[src/rtl/comparator_pkg.sv]
// Shared width, result encoding and flag helpers for the registered 4-bit comparator.
package comparator_pkg;

   localparam int unsigned CMP_WIDTH = 4;

   typedef enum logic [1:0] {
      CMP_LT,
      CMP_EQ,
      CMP_GT
   } cmp_result_t;

   // Flag vector ordering is {x, y, z} = {gt, eq, lt}.
   localparam logic [2:0] CMP_RESET_FLAGS = 3'b000;

   function automatic logic [2:0] result_to_flags(input cmp_result_t res);
      logic [2:0] flags;
      flags = 3'b010;
      case (res)
         CMP_GT:  flags = 3'b100;
         CMP_LT:  flags = 3'b001;
         default: flags = 3'b010;
      endcase
      return flags;
   endfunction

endpackage

[src/rtl/comparator_4bit_reg_if.sv]
// Operand, cascade and result bundle for comparator_4bit_reg.
// Handshake: a sample is taken on every rising clk edge with in_valid = 1; out_valid is
// high for exactly the cycle after each such edge, and x/y/z hold between samples.
interface comparator_4bit_reg_if;
   logic in_valid;
   logic signed_mode;
   logic a3, a2, a1, a0;
   logic b3, b2, b1, b0;
   logic gt_in, eq_in, lt_in;
   logic x, y, z;
   logic out_valid;

   modport master (
      output in_valid, signed_mode,
      output a3, a2, a1, a0,
      output b3, b2, b1, b0,
      output gt_in, eq_in, lt_in,
      input  x, y, z, out_valid
   );

   modport slave (
      input  in_valid, signed_mode,
      input  a3, a2, a1, a0,
      input  b3, b2, b1, b0,
      input  gt_in, eq_in, lt_in,
      output x, y, z, out_valid
   );
endinterface

[src/rtl/comparator_bit_slice.sv]
// Per-bit equal/greater/less terms; the signed-MSB option swaps the greater/less sense for a sign bit.
module comparator_bit_slice (
   input  logic a_i,
   input  logic b_i,
   input  logic signed_msb_i,
   output logic e_o,
   output logic g_o,
   output logic l_o
);

   assign e_o = ~(a_i ^ b_i);
   assign g_o = signed_msb_i ? (~a_i & b_i) : (a_i & ~b_i);
   assign l_o = signed_msb_i ? (a_i & ~b_i) : (~a_i & b_i);

endmodule

[src/rtl/comparator_4bit_reg.sv]
// Registered 4-bit magnitude comparator with 74x85-style cascade inputs and a valid strobe.
module comparator_4bit_reg
   import comparator_pkg::*;
(
   input  logic                        clk,
   input  logic                        rst,
   comparator_4bit_reg_if.slave        bus
);

   logic [CMP_WIDTH-1:0] a_v, b_v;
   logic [CMP_WIDTH-1:0] e, g, l;
   logic                 gt_loc, lt_loc, eq_loc;
   cmp_result_t          casc_res, result;
   logic [2:0]           flags_d, flags_q;
   logic                 out_valid_d, out_valid_q;

   assign a_v = {bus.a3, bus.a2, bus.a1, bus.a0};
   assign b_v = {bus.b3, bus.b2, bus.b1, bus.b0};

   for (genvar i = 0; i < CMP_WIDTH; i++) begin : g_slice
      comparator_bit_slice u_slice (
         .a_i          (a_v[i]),
         .b_i          (b_v[i]),
         .signed_msb_i ((i == CMP_WIDTH - 1) && bus.signed_mode),
         .e_o          (e[i]),
         .g_o          (g[i]),
         .l_o          (l[i])
      );
   end

   always_comb begin
      gt_loc = g[3] | (e[3] & g[2]) | (e[3] & e[2] & g[1]) | (e[3] & e[2] & e[1] & g[0]);
      lt_loc = l[3] | (e[3] & l[2]) | (e[3] & e[2] & l[1]) | (e[3] & e[2] & e[1] & l[0]);
      eq_loc = &e;

      // Non-one-hot cascade: eq_in wins, then gt_in over lt_in; nothing set reads as equal.
      if (bus.eq_in)      casc_res = CMP_EQ;
      else if (bus.gt_in) casc_res = CMP_GT;
      else if (bus.lt_in) casc_res = CMP_LT;
      else                casc_res = CMP_EQ;

      if (eq_loc)      result = casc_res;
      else if (gt_loc) result = CMP_GT;
      else             result = CMP_LT;

      flags_d     = bus.in_valid ? result_to_flags(result) : flags_q;
      out_valid_d = bus.in_valid;
   end

   always_ff @(posedge clk or posedge rst) begin
      if (rst) begin
         flags_q     <= CMP_RESET_FLAGS;
         out_valid_q <= 1'b0;
      end else begin
         flags_q     <= flags_d;
         out_valid_q <= out_valid_d;
      end
   end

   assign bus.x         = flags_q[2];
   assign bus.y         = flags_q[1];
   assign bus.z         = flags_q[0];
   assign bus.out_valid = out_valid_q;

endmodule

[src/flat_wrapper.sv]
// flat-port wrapper written by rule: the top's interface ports become plain ports
module comparator_4bit_reg_flat import comparator_pkg::*;
  (clk, rst, bus_in_valid, bus_signed_mode, bus_a3, bus_a2, bus_a1, bus_a0, bus_b3, bus_b2, bus_b1, bus_b0, bus_gt_in, bus_eq_in, bus_lt_in, bus_x, bus_y, bus_z, bus_out_valid);
  comparator_4bit_reg_if bus_i ();
  input  logic clk;
  input  logic rst;
  input wire logic [$bits(bus_i.in_valid)-1:0] bus_in_valid;
  input wire logic [$bits(bus_i.signed_mode)-1:0] bus_signed_mode;
  input wire logic [$bits(bus_i.a3)-1:0] bus_a3;
  input wire logic [$bits(bus_i.a2)-1:0] bus_a2;
  input wire logic [$bits(bus_i.a1)-1:0] bus_a1;
  input wire logic [$bits(bus_i.a0)-1:0] bus_a0;
  input wire logic [$bits(bus_i.b3)-1:0] bus_b3;
  input wire logic [$bits(bus_i.b2)-1:0] bus_b2;
  input wire logic [$bits(bus_i.b1)-1:0] bus_b1;
  input wire logic [$bits(bus_i.b0)-1:0] bus_b0;
  input wire logic [$bits(bus_i.gt_in)-1:0] bus_gt_in;
  input wire logic [$bits(bus_i.eq_in)-1:0] bus_eq_in;
  input wire logic [$bits(bus_i.lt_in)-1:0] bus_lt_in;
  output wire logic [$bits(bus_i.x)-1:0] bus_x;
  output wire logic [$bits(bus_i.y)-1:0] bus_y;
  output wire logic [$bits(bus_i.z)-1:0] bus_z;
  output wire logic [$bits(bus_i.out_valid)-1:0] bus_out_valid;
  assign bus_i.in_valid = bus_in_valid;
  assign bus_i.signed_mode = bus_signed_mode;
  assign bus_i.a3 = bus_a3;
  assign bus_i.a2 = bus_a2;
  assign bus_i.a1 = bus_a1;
  assign bus_i.a0 = bus_a0;
  assign bus_i.b3 = bus_b3;
  assign bus_i.b2 = bus_b2;
  assign bus_i.b1 = bus_b1;
  assign bus_i.b0 = bus_b0;
  assign bus_i.gt_in = bus_gt_in;
  assign bus_i.eq_in = bus_eq_in;
  assign bus_i.lt_in = bus_lt_in;
  assign bus_x = bus_i.x;
  assign bus_y = bus_i.y;
  assign bus_z = bus_i.z;
  assign bus_out_valid = bus_i.out_valid;
  comparator_4bit_reg u_core (.clk(clk), .rst(rst), .bus(bus_i));
endmodule
[config.mk]
export PLATFORM = sky130hd
export DESIGN_NAME = comparator_4bit_reg_flat
export DESIGN_NICKNAME = d
export VERILOG_FILES = /design/src/rtl/comparator_pkg.sv /design/src/rtl/comparator_4bit_reg_if.sv /design/src/rtl/comparator_bit_slice.sv /design/src/rtl/comparator_4bit_reg.sv /design/src/flat_wrapper.sv
export SDC_FILE = /design/constraint.sdc
export NUM_CORES = 1
export LEC_CHECK = 0
export CAP_MARGIN = 20
export CORE_AREA = 5 5 42 44
export DETAILED_ROUTE_END_ITERATION = 10
export DIE_AREA = 0 0 47 49
export PLACE_DENSITY = 0.62
export RECOVER_POWER = 50
export REMOVE_ABC_BUFFERS = 1
export SLEW_MARGIN = 40
export SYNTH_ARGS = -nofsm -noshare
export SYNTH_HDL_FRONTEND = slang
export SYNTH_HIERARCHICAL = 1
export SYNTH_SLANG_ARGS = --single-unit
[constraint.sdc]
create_clock -name clk -period 0.85 [get_ports clk]
set_input_delay 0.085 -clock clk [delete_from_list [all_inputs] [get_ports clk]]
set_output_delay 0.085 -clock clk [all_outputs]
set_load 0.03 [all_outputs]
Word-level counts from Yosys, hierarchy flattened
Index checks and enable logic that the tools add are counted.

word-level totals
  flip-flop bits (word level) = 4
  input bits = 15
  output and inout bits = 4
  logic and storage cells = 38

cells by class
  eq/ne operators = 1
  mux-type cells = 7
  bitwise logic cells = 26
  reductions and logical operators = 2

operators by type and width
  cell                                         count
  bitwise AND 1 bit                            10
  inverter 1 bit                               9
  2-to-1 mux 2 bit                             4
  one-hot mux 3 bit (2 select lines)           1
  AND reduction 4 bit                          1
  XOR 1 bit                                    4
  bitwise OR 1 bit                             3
  equality test 2 bit (second input constant)  1
  logical NOT 2 bit                            1
  2-to-1 mux 1 bit                             2

Logic depth before layout (Yosys ltp)
Gate-level depths: netlist of run 1.

  word-level depth = 10
  depth in mapped cells = 6

Hierarchy
The synthesis of run 1 kept the hierarchy.

modules (own cells, without submodules)
  module                instances  cells each  area an instance (um^2)  sequential area each (um^2)
  comparator_bit_slice  4          6           55.1                     0.0
  comparator_4bit_reg   1          22          216.5                    100.1

Worst setup path before layout of run 1
No wires, ideal clock.

  path kind = in2reg
  from = in bus_b0
  to = reg u_core.flags_q[2]
  data arrival time = 968 ps
  slack = -239 ps
  stages = 6
  buffers on the path = 0
  cells stage by stage = inv_1 ha_1 mux2_2 o2111ai_1 nand3_1 a22o_1

on the way
  word-level cells in the longest chain between the ends = 8
  elaborated cells on any way between the ends = 12

RTL lines
  item                                                             line                       text
  from (decl)                                                      flat_wrapper.sv:16         input wire logic [$bits(bus_i.b0)-1:0] bus_b0;
  inverter 1 bit *                                                 n/a
  bitwise AND 1 bit *                                              n/a
  named net u_core.g[0]                                            comparator_4bit_reg.sv:11  logic [CMP_WIDTH-1:0] e, g, l;
  bitwise AND 1 bit *                                              comparator_4bit_reg.sv:32  gt_loc = g[3] | (e[3] & g[2]) | (e[3] & e[2] & g[1]) | (e[3] & e[2] & e[1] & g[0]);
  bitwise OR 1 bit *                                               comparator_4bit_reg.sv:32
  2-to-1 mux 2 bit *                                               comparator_4bit_reg.sv:43  else if (gt_loc) result = CMP_GT;
  2-to-1 mux 2 bit *                                               comparator_4bit_reg.sv:42  if (eq_loc) result = casc_res;
  equality test 2 bit / logical NOT 2 bit (equally long branches)  comparator_pkg.sv:18       case (res)
  one-hot mux 3 bit (2 select lines) *                             comparator_pkg.sv:18
  to (signal assigned)                                             comparator_4bit_reg.sv:55  flags_q <= flags_d;
  to (decl)                                                        comparator_4bit_reg.sv:14  logic [2:0] flags_d, flags_q;

The timed path passes the listed nets; every way through them passes the cells marked *.
A chain may end at the register's enable or synchronous reset.

Final worst setup path of run 1
  from = in bus_a2
  to = reg u_core.flags_q[2]

on the way
  elaborated cells on any way between the ends = 17

RTL lines
  item                                                             line                       text
  from (decl)                                                      flat_wrapper.sv:10         input wire logic [$bits(bus_i.a2)-1:0] bus_a2;
  bitwise AND 1 bit *                                              n/a
  named net u_core.g[2]                                            comparator_4bit_reg.sv:11
  bitwise AND 1 bit *                                              comparator_4bit_reg.sv:32
  bitwise OR 1 bit * (3 in a row)                                  comparator_4bit_reg.sv:32
  2-to-1 mux 2 bit *                                               comparator_4bit_reg.sv:43
  2-to-1 mux 2 bit *                                               comparator_4bit_reg.sv:42
  equality test 2 bit / logical NOT 2 bit (equally long branches)  comparator_pkg.sv:18
  one-hot mux 3 bit (2 select lines) *                             comparator_pkg.sv:18

Marks and branches as above.

==> results of run 1 <==
[power by group]
group	switching, uW	total [uW]	internal, uW
combinational	171	381	210
sequential	12.7	224	211
clock	89.1	248	159
[routing by layer]
metal | track usage (%) | routed length [um] | up-vias
met4 | 6.912 | 20 | 0
met2 | 16.06 | 578 | 6
met5 | 0 | 0 | -
met3 | 1.107 | 32 | 2
met1 | 10.82 | 395 | 183
li1 | - | - | 199
[worst max-delay path, cell delays in order]
cell and delay (ps):
sky130_fd_sc_hd__buf_2 120, sky130_fd_sc_hd__ha_4 150, sky130_fd_sc_hd__mux2_4 270, sky130_fd_sc_hd__a21oi_2 150
sky130_fd_sc_hd__nand3_2 100, sky130_fd_sc_hd__a22o_1 180
[worst min path at each step]
| stage | from | to | slack (ps) | depth (start not counted) |
|---|---|---|---|---|
| floorplan | rst | u_core/bus.out_valid$_DFF_PP0_ | -150 | 1 |
| global placement | rst | u_core/bus.out_valid$_DFF_PP0_ | 280 | 2 |
| detailed placement | rst | u_core/flags_q[0]$_DFFE_PP0P_ | 280 | 2 |
| CTS | rst | u_core/bus.out_valid$_DFF_PP0_ | 30 | 2 |
| global route | rst | u_core/flags_q[2]$_DFFE_PP0P_ | 200 | 2 |
| finish | rst | u_core/flags_q[0]$_DFFE_PP0P_ | 170 | 2 |
[sequential cells by signal (all words and copies together) (netlist names)]
name	cells
u_core/flags_q	3
u_core/bus.out_valid	1
[metrics by stage]
stage	total power (uW)	TNS, ps
floorplan	365.8	-495.2
global placement	507.0	-2145
detailed placement	511.2	-2247
CTS	828.5	-216.6
global route	903.2	-275.6
finish	852.7	-162.1
[timing repair]
action	in CTS	in global routing
resized for setup	61	7
pin swaps	13	8
buffers inserted	1	1
endpoints found under the setup margin	7	6
[layout make-up]
class                           instances  area [sq um]
Clock buffer                            3         22.52
Sequential cell                         4         100.1
Multi-Input combinational cell         30         394.1
Timing Repair Buffer                   25         225.2
Inverter                               10         40.04
Fill cell                             133         599.3
Tap cell                               16         20.02
==> impl_metrics.prom, run 1 <==
# TYPE chip_impl_metric gauge
chip_impl_info{name="run_status",value="complete, but fails checks"} 1
chip_impl_info{name="failing_checks",value="setup timing"} 1
chip_impl_metric{name="yosys_warnings",unit=""} 6
chip_impl_metric{name="place.port_buffers",unit=""} 18
chip_impl_metric{name="dpl-instance-area",unit="sq um"} 626.9
chip_impl_metric{name="grt_pass1_vias",unit=""} 415
chip_impl_metric{name="remaining_drc_errors",unit=""} 0
chip_impl_metric{name="syn-mean-instance-area",unit="sq um"} 9.324
chip_impl_metric{name="nets",unit=""} 97
chip_impl_metric{name="design_area",unit="sq um"} 802.0
chip_impl_metric{name="grt_start_max_net_pins",unit=""} 5
chip_impl_metric{name="timing.critical_path.arrival",unit="ps"} 1050
chip_impl_info{name="cts_root_buffer",value="sky130_fd_sc_hd__clkbuf_4"} 1
chip_impl_metric{name="setup_ws",unit="ps"} -83.67
chip_impl_metric{name="core_area",unit="sq um"} 1401
chip_impl_metric{name="required_time_worst_endpoint",unit="ps"} 970
chip_impl_info{name="tritoncts",value="done"} 1
chip_impl_metric{name="flow.area_growth_from_synthesis",unit="%"} 104.8
chip_impl_metric{name="die_area",unit="sq um"} 2303
chip_impl_metric{name="slew_violations",unit=""} 0
chip_impl_info{name="rr_startpoint",value="u_core/flags_q[0]$_DFFE_PP0P_"} 1
chip_impl_info{name="critPathLaunch",value="bus_a2"} 1
chip_impl_metric{name="finalWeightedCongestion",unit=""} 0.6808
chip_impl_metric{name="drive_gt1_share",unit="%"} 63.89
chip_impl_info{name="setup.worst_path.start_class",value="input pin"} 1
chip_impl_info{name="timing.setup.critical_path_class",value="in2reg"} 1
chip_impl_metric{name="initial_antenna_violation_count",unit=""} 0
chip_impl_metric{name="period_share",unit="%"} 109.8
chip_impl_metric{name="synthCells",unit=""} 42
chip_impl_metric{name="floorplan.die.width",unit="um"} 47
chip_impl_metric{name="max_freq",unit="MHz"} 1071
chip_impl_info{name="setup_repair_after_global_routing_missed_its_margin",value="yes"} 1
chip_impl_metric{name="placement.setup.worst_slack",unit="ps"} -792.4
chip_impl_metric{name="detail_route.first_pass.iterations",unit=""} 4
chip_impl_metric{name="dp.cells",unit=""} 83
chip_impl_metric{name="power.ir.vdd_worst",unit="mV"} 0.3407
chip_impl_metric{name="ff2ff_setup_slack",unit="ps"} 40
chip_impl_metric{name="netlist_area",unit="sq um"} 391.6
chip_impl_metric{name="reg2reg_depth",unit=""} 3
chip_impl_metric{name="final.setup_skew",unit="ps"} 0
chip_impl_metric{name="initial_standard_cell_utilization_of_the_core",unit="%"} 27.95
chip_impl_metric{name="max-cap-violations",unit=""} 0
chip_impl_info{name="worstSetupEndpoint",value="u_core/flags_q[2]$_DFFE_PP0P_"} 1
chip_impl_metric{name="clock_slew_at_reported_path_ffs",unit="ps"} 40
chip_impl_info{name="timing.critical_path.to_type",value="flop"} 1
chip_impl_metric{name="placementRows",unit=""} 14
chip_impl_metric{name="hold_ws",unit="ps"} 168.4
chip_impl_metric{name="period_needed",unit="ps"} 933.7
chip_impl_metric{name="antenna_cells",unit=""} 0
chip_impl_metric{name="instances_no_fill",unit=""} 88
chip_impl_metric{name="power-per-cell-area",unit="nW/um^2"} 1063
chip_impl_info{name="worstHoldPathType",value="in2async"} 1
chip_impl_metric{name="cts.path.max_buffers",unit=""} 2
chip_impl_metric{name="grt_pass1_wl",unit="um"} 1635
chip_impl_metric{name="post-route-util",unit="%"} 57.23
chip_impl_metric{name="num_vias",unit=""} 390
chip_impl_metric{name="cts-hold-fix-buffers",unit=""} 0
chip_impl_metric{name="critPathMaxFanout",unit=""} 2
chip_impl_metric{name="post_drt_via_cell_ratio",unit=""} 4.432
chip_impl_metric{name="routedWlPerCell",unit="um"} 11.66
chip_impl_metric{name="cts_buffers",unit=""} 3
chip_impl_metric{name="leakage",unit="uW"} 0.0003817
chip_impl_metric{name="grt_use_total",unit="%"} 9.732
chip_impl_metric{name="io-pin-count",unit=""} 19
chip_impl_metric{name="drt_iter0_drc",unit=""} 1
chip_impl_metric{name="dp_hpwl",unit="um"} 723.9
chip_impl_metric{name="setup_violations",unit=""} 4
chip_impl_metric{name="route.final.wire_length",unit="um"} 1026
chip_impl_metric{name="clock_latency",unit="ps"} 230
chip_impl_info{name="layout_common_cells",value="sky130_fd_sc_hd__buf_6 (7), sky130_fd_sc_hd__buf_4 (7), sky130_fd_sc_hd__ha_4 (7)"} 1
chip_impl_metric{name="cts.sinks",unit=""} 4
chip_impl_metric{name="die_height",unit="um"} 49
chip_impl_metric{name="ctsHtreeMaxLevel",unit=""} 1
chip_impl_info{name="reg_to_reg_endpoint",value="u_core/flags_q[0]$_DFFE_PP0P_"} 1
chip_impl_metric{name="final_hold_viol_count",unit=""} 0
chip_impl_metric{name="grt_remaining_overflow",unit=""} 0
chip_impl_metric{name="routed_antenna_nets",unit=""} 0
(Power assumes the default switching activity.)
==> run 2: changes to the inputs <==
==> constraint.sdc (replaced) <==
create_clock -name clk -period 1.2 [get_ports clk]
set_input_delay 0.12 -clock clk [delete_from_list [all_inputs] [get_ports clk]]
set_output_delay 0.12 -clock clk [all_outputs]
set_load 0.03 [all_outputs]
==> impl_metrics.prom, run 2 (same netlist as run 1, synthesis figures left out) <==
# TYPE chip_impl_metric gauge
chip_impl_metric{name="place.port_buffers",unit=""} 18
chip_impl_metric{name="required_time_worst_endpoint",unit="ps"} 1320
chip_impl_metric{name="grt_pass1_vias",unit=""} 376
chip_impl_metric{name="period_needed",unit="ps"} 1133
chip_impl_metric{name="finalWeightedCongestion",unit=""} 0.6338
chip_impl_metric{name="max-cap-violations",unit=""} 0
chip_impl_info{name="final_common_cell",value="sky130_fd_sc_hd__dlygate4sd2_1"} 1
chip_impl_metric{name="initial_antenna_violation_count",unit=""} 0
chip_impl_info{name="run_status",value="finished clean"} 1
chip_impl_metric{name="post_drt_via_cell_ratio",unit=""} 4.384
chip_impl_metric{name="dpl-instance-area",unit="sq um"} 636.9
chip_impl_metric{name="routed_antenna_nets",unit=""} 0
chip_impl_metric{name="dp_hpwl",unit="um"} 695.2
chip_impl_metric{name="setup_ws",unit="ps"} 66.99
chip_impl_metric{name="detail_route.first_pass.iterations",unit=""} 4
chip_impl_metric{name="max_reg_flops",unit=""} 3
chip_impl_metric{name="design_area",unit="sq um"} 703.2
chip_impl_metric{name="layout.filler_cells",unit=""} 148
chip_impl_metric{name="grt_use_total",unit="%"} 8.404
chip_impl_metric{name="drive_gt1_share",unit="%"} 35.71
chip_impl_metric{name="hold_ws",unit="ps"} 203.8
chip_impl_info{name="setup.worst_path.start_class",value="input pin"} 1
chip_impl_metric{name="timing.critical_path.arrival",unit="ps"} 1250
chip_impl_info{name="timing.setup.critical_path_class",value="in2reg"} 1
chip_impl_metric{name="placement.setup.worst_slack",unit="ps"} -472.1
chip_impl_metric{name="initial_standard_cell_utilization_of_the_core",unit="%"} 27.95
chip_impl_metric{name="power.ir.vdd_worst",unit="mV"} 0.4199
chip_impl_metric{name="die_height",unit="um"} 49
chip_impl_metric{name="clock_latency",unit="ps"} 230
chip_impl_metric{name="slew_violations",unit=""} 0
chip_impl_metric{name="cts_buffers",unit=""} 3
chip_impl_metric{name="leakage",unit="uW"} 0.0003634
chip_impl_metric{name="die_area",unit="sq um"} 2303
chip_impl_metric{name="use_met3",unit="%"} 2.214
chip_impl_metric{name="routedWlPerCell",unit="um"} 9.558
chip_impl_info{name="worstHoldPathType",value="in2async"} 1
chip_impl_metric{name="nets",unit=""} 95
chip_impl_metric{name="grt_pass1_wl",unit="um"} 1511
chip_impl_metric{name="totalNegativeSetupSlack",unit="ps"} 0
chip_impl_metric{name="antenna_cells",unit=""} 0
chip_impl_metric{name="flow.area_growth_from_synthesis",unit="%"} 79.55
chip_impl_info{name="global_route.peak_usage_layer",value="met2"} 1
chip_impl_metric{name="ctsHtreeMaxLevel",unit=""} 1
chip_impl_metric{name="final_hold_viol_count",unit=""} 0
chip_impl_metric{name="placementRows",unit=""} 14
chip_impl_metric{name="drt_iter0_drc",unit=""} 9
chip_impl_info{name="layout_common_cells",value="sky130_fd_sc_hd__dlygate4sd2_1 (10), sky130_fd_sc_hd__inv_1 (8), sky130_fd_sc_hd__buf_4 (5)"} 1
chip_impl_metric{name="cts.path.max_buffers",unit=""} 2
chip_impl_metric{name="use_met1",unit="%"} 11.09
chip_impl_metric{name="power",unit="uW"} 538.1
chip_impl_info{name="tritoncts",value="done"} 1
chip_impl_info{name="critPathLaunch",value="bus_b3"} 1
chip_impl_metric{name="grt_remaining_overflow",unit=""} 0
chip_impl_info{name="crit_path_top_delay_cell",value="sky130_fd_sc_hd__mux2_4"} 1
chip_impl_metric{name="clock_slew_at_reported_path_ffs",unit="ps"} 40
chip_impl_metric{name="max_freq",unit="MHz"} 882.6
chip_impl_metric{name="floorplan.die.width",unit="um"} 47
chip_impl_info{name="timing.critical_path.to_type",value="flop"} 1
chip_impl_info{name="rr_startpoint",value="u_core/flags_q[2]$_DFFE_PP0P_"} 1
chip_impl_metric{name="route.final.wire_length",unit="um"} 822
chip_impl_metric{name="setup_violations",unit=""} 0
chip_impl_metric{name="remaining_drc_errors",unit=""} 0
chip_impl_metric{name="period_share",unit="%"} 94.42
chip_impl_metric{name="num_vias",unit=""} 377
chip_impl_info{name="cts_root_buffer",value="sky130_fd_sc_hd__clkbuf_4"} 1
chip_impl_metric{name="slowest_delay",unit="ps"} 270
chip_impl_metric{name="critPathMaxFanout",unit=""} 2
chip_impl_metric{name="final.setup_skew",unit="ps"} 0
chip_impl_info{name="setup_repair_after_global_routing_missed_its_margin",value="no"} 1
chip_impl_metric{name="io-pin-count",unit=""} 19
chip_impl_metric{name="core_area",unit="sq um"} 1401
chip_impl_info{name="largest-register",value="u_core/flags_q"} 1
chip_impl_metric{name="power-per-cell-area",unit="nW/um^2"} 765.3
chip_impl_metric{name="grt_start_max_net_pins",unit=""} 5
chip_impl_metric{name="met2_track_demand_over_resource",unit="%"} 13.57
chip_impl_info{name="critical_path.cell_chain",value="dlygate4sd2_1, inv_1, ha_1, mux2_4, a21oi_2, nand3_2, a22o_1"} 1
chip_impl_metric{name="cts.sinks",unit=""} 4
## run 2: worst paths after layout
path                                                  to  slack, ps  cells past startpoint
min reg2reg                u_core/flags_q[1]$_DFFE_PP0P_        490                      2
min in group clk           u_core/flags_q[0]$_DFFE_PP0P_        360                      5
min                        u_core/flags_q[1]$_DFFE_PP0P_        200                      2
max                        u_core/flags_q[2]$_DFFE_PP0P_         70                      7
max in group asynchronous  u_core/flags_q[0]$_DFFE_PP0P_        850                      2
max reg2reg                u_core/flags_q[2]$_DFFE_PP0P_        500                      1
## run 2: critical path: cells and delay by family
| kind | cells | cell delay, ps |
|---|---|---|
| adder cells (fa/ha/maj) | 1 | 170 |
| multiplexers | 1 | 270 |
| buffers and inverters | 2 | 300 |
| AO/OA/AOI/OAI | 2 | 310 |
| AND/OR/NAND/NOR | 1 | 90 |
## run 2: what timing repair did
action,CTS,global route
pin swaps,4,3
hold buffers,0,0
gates resized for setup,20,6
endpoints found under the setup margin,7,1
setup buffers,0,0
## run 2: power by group
part           switching, uW  leakage (uW)  internal [uW]
registers               6.40     0.0000488            150
logic                    104      0.000301            110
clock network           56.2     0.0000138            112
## run 2: layer usage
metal | wire length, um | vias up | share of wire (%)
met5 | 0 | - | 0
met1 | 340 | 173 | 41
met2 | 438 | 6 | 53
met4 | 0 | 0 | 0
met3 | 43 | 0 | 5.2
li1 | - | 198 | -
## run 2: through the flow
stage / utilization (%) / instances
after CTS: 49.64 / 86
after global placement: 45.45 / 83
final: 50.18 / 86
after global routing: 50.18 / 86
after detailed placement: 45.45 / 83
after floorplan: - / 44
## run 2: area by class of cell
type	count	area [sq um]	area share [%]
sequential	4	100.1	14.23
clock buffer	3	22.52	3.203
timing repair buffer	23	202.7	28.83
multi-input combinational	30	320.3	45.55
tap	16	20.02	2.847
inverter	10	37.54	5.338
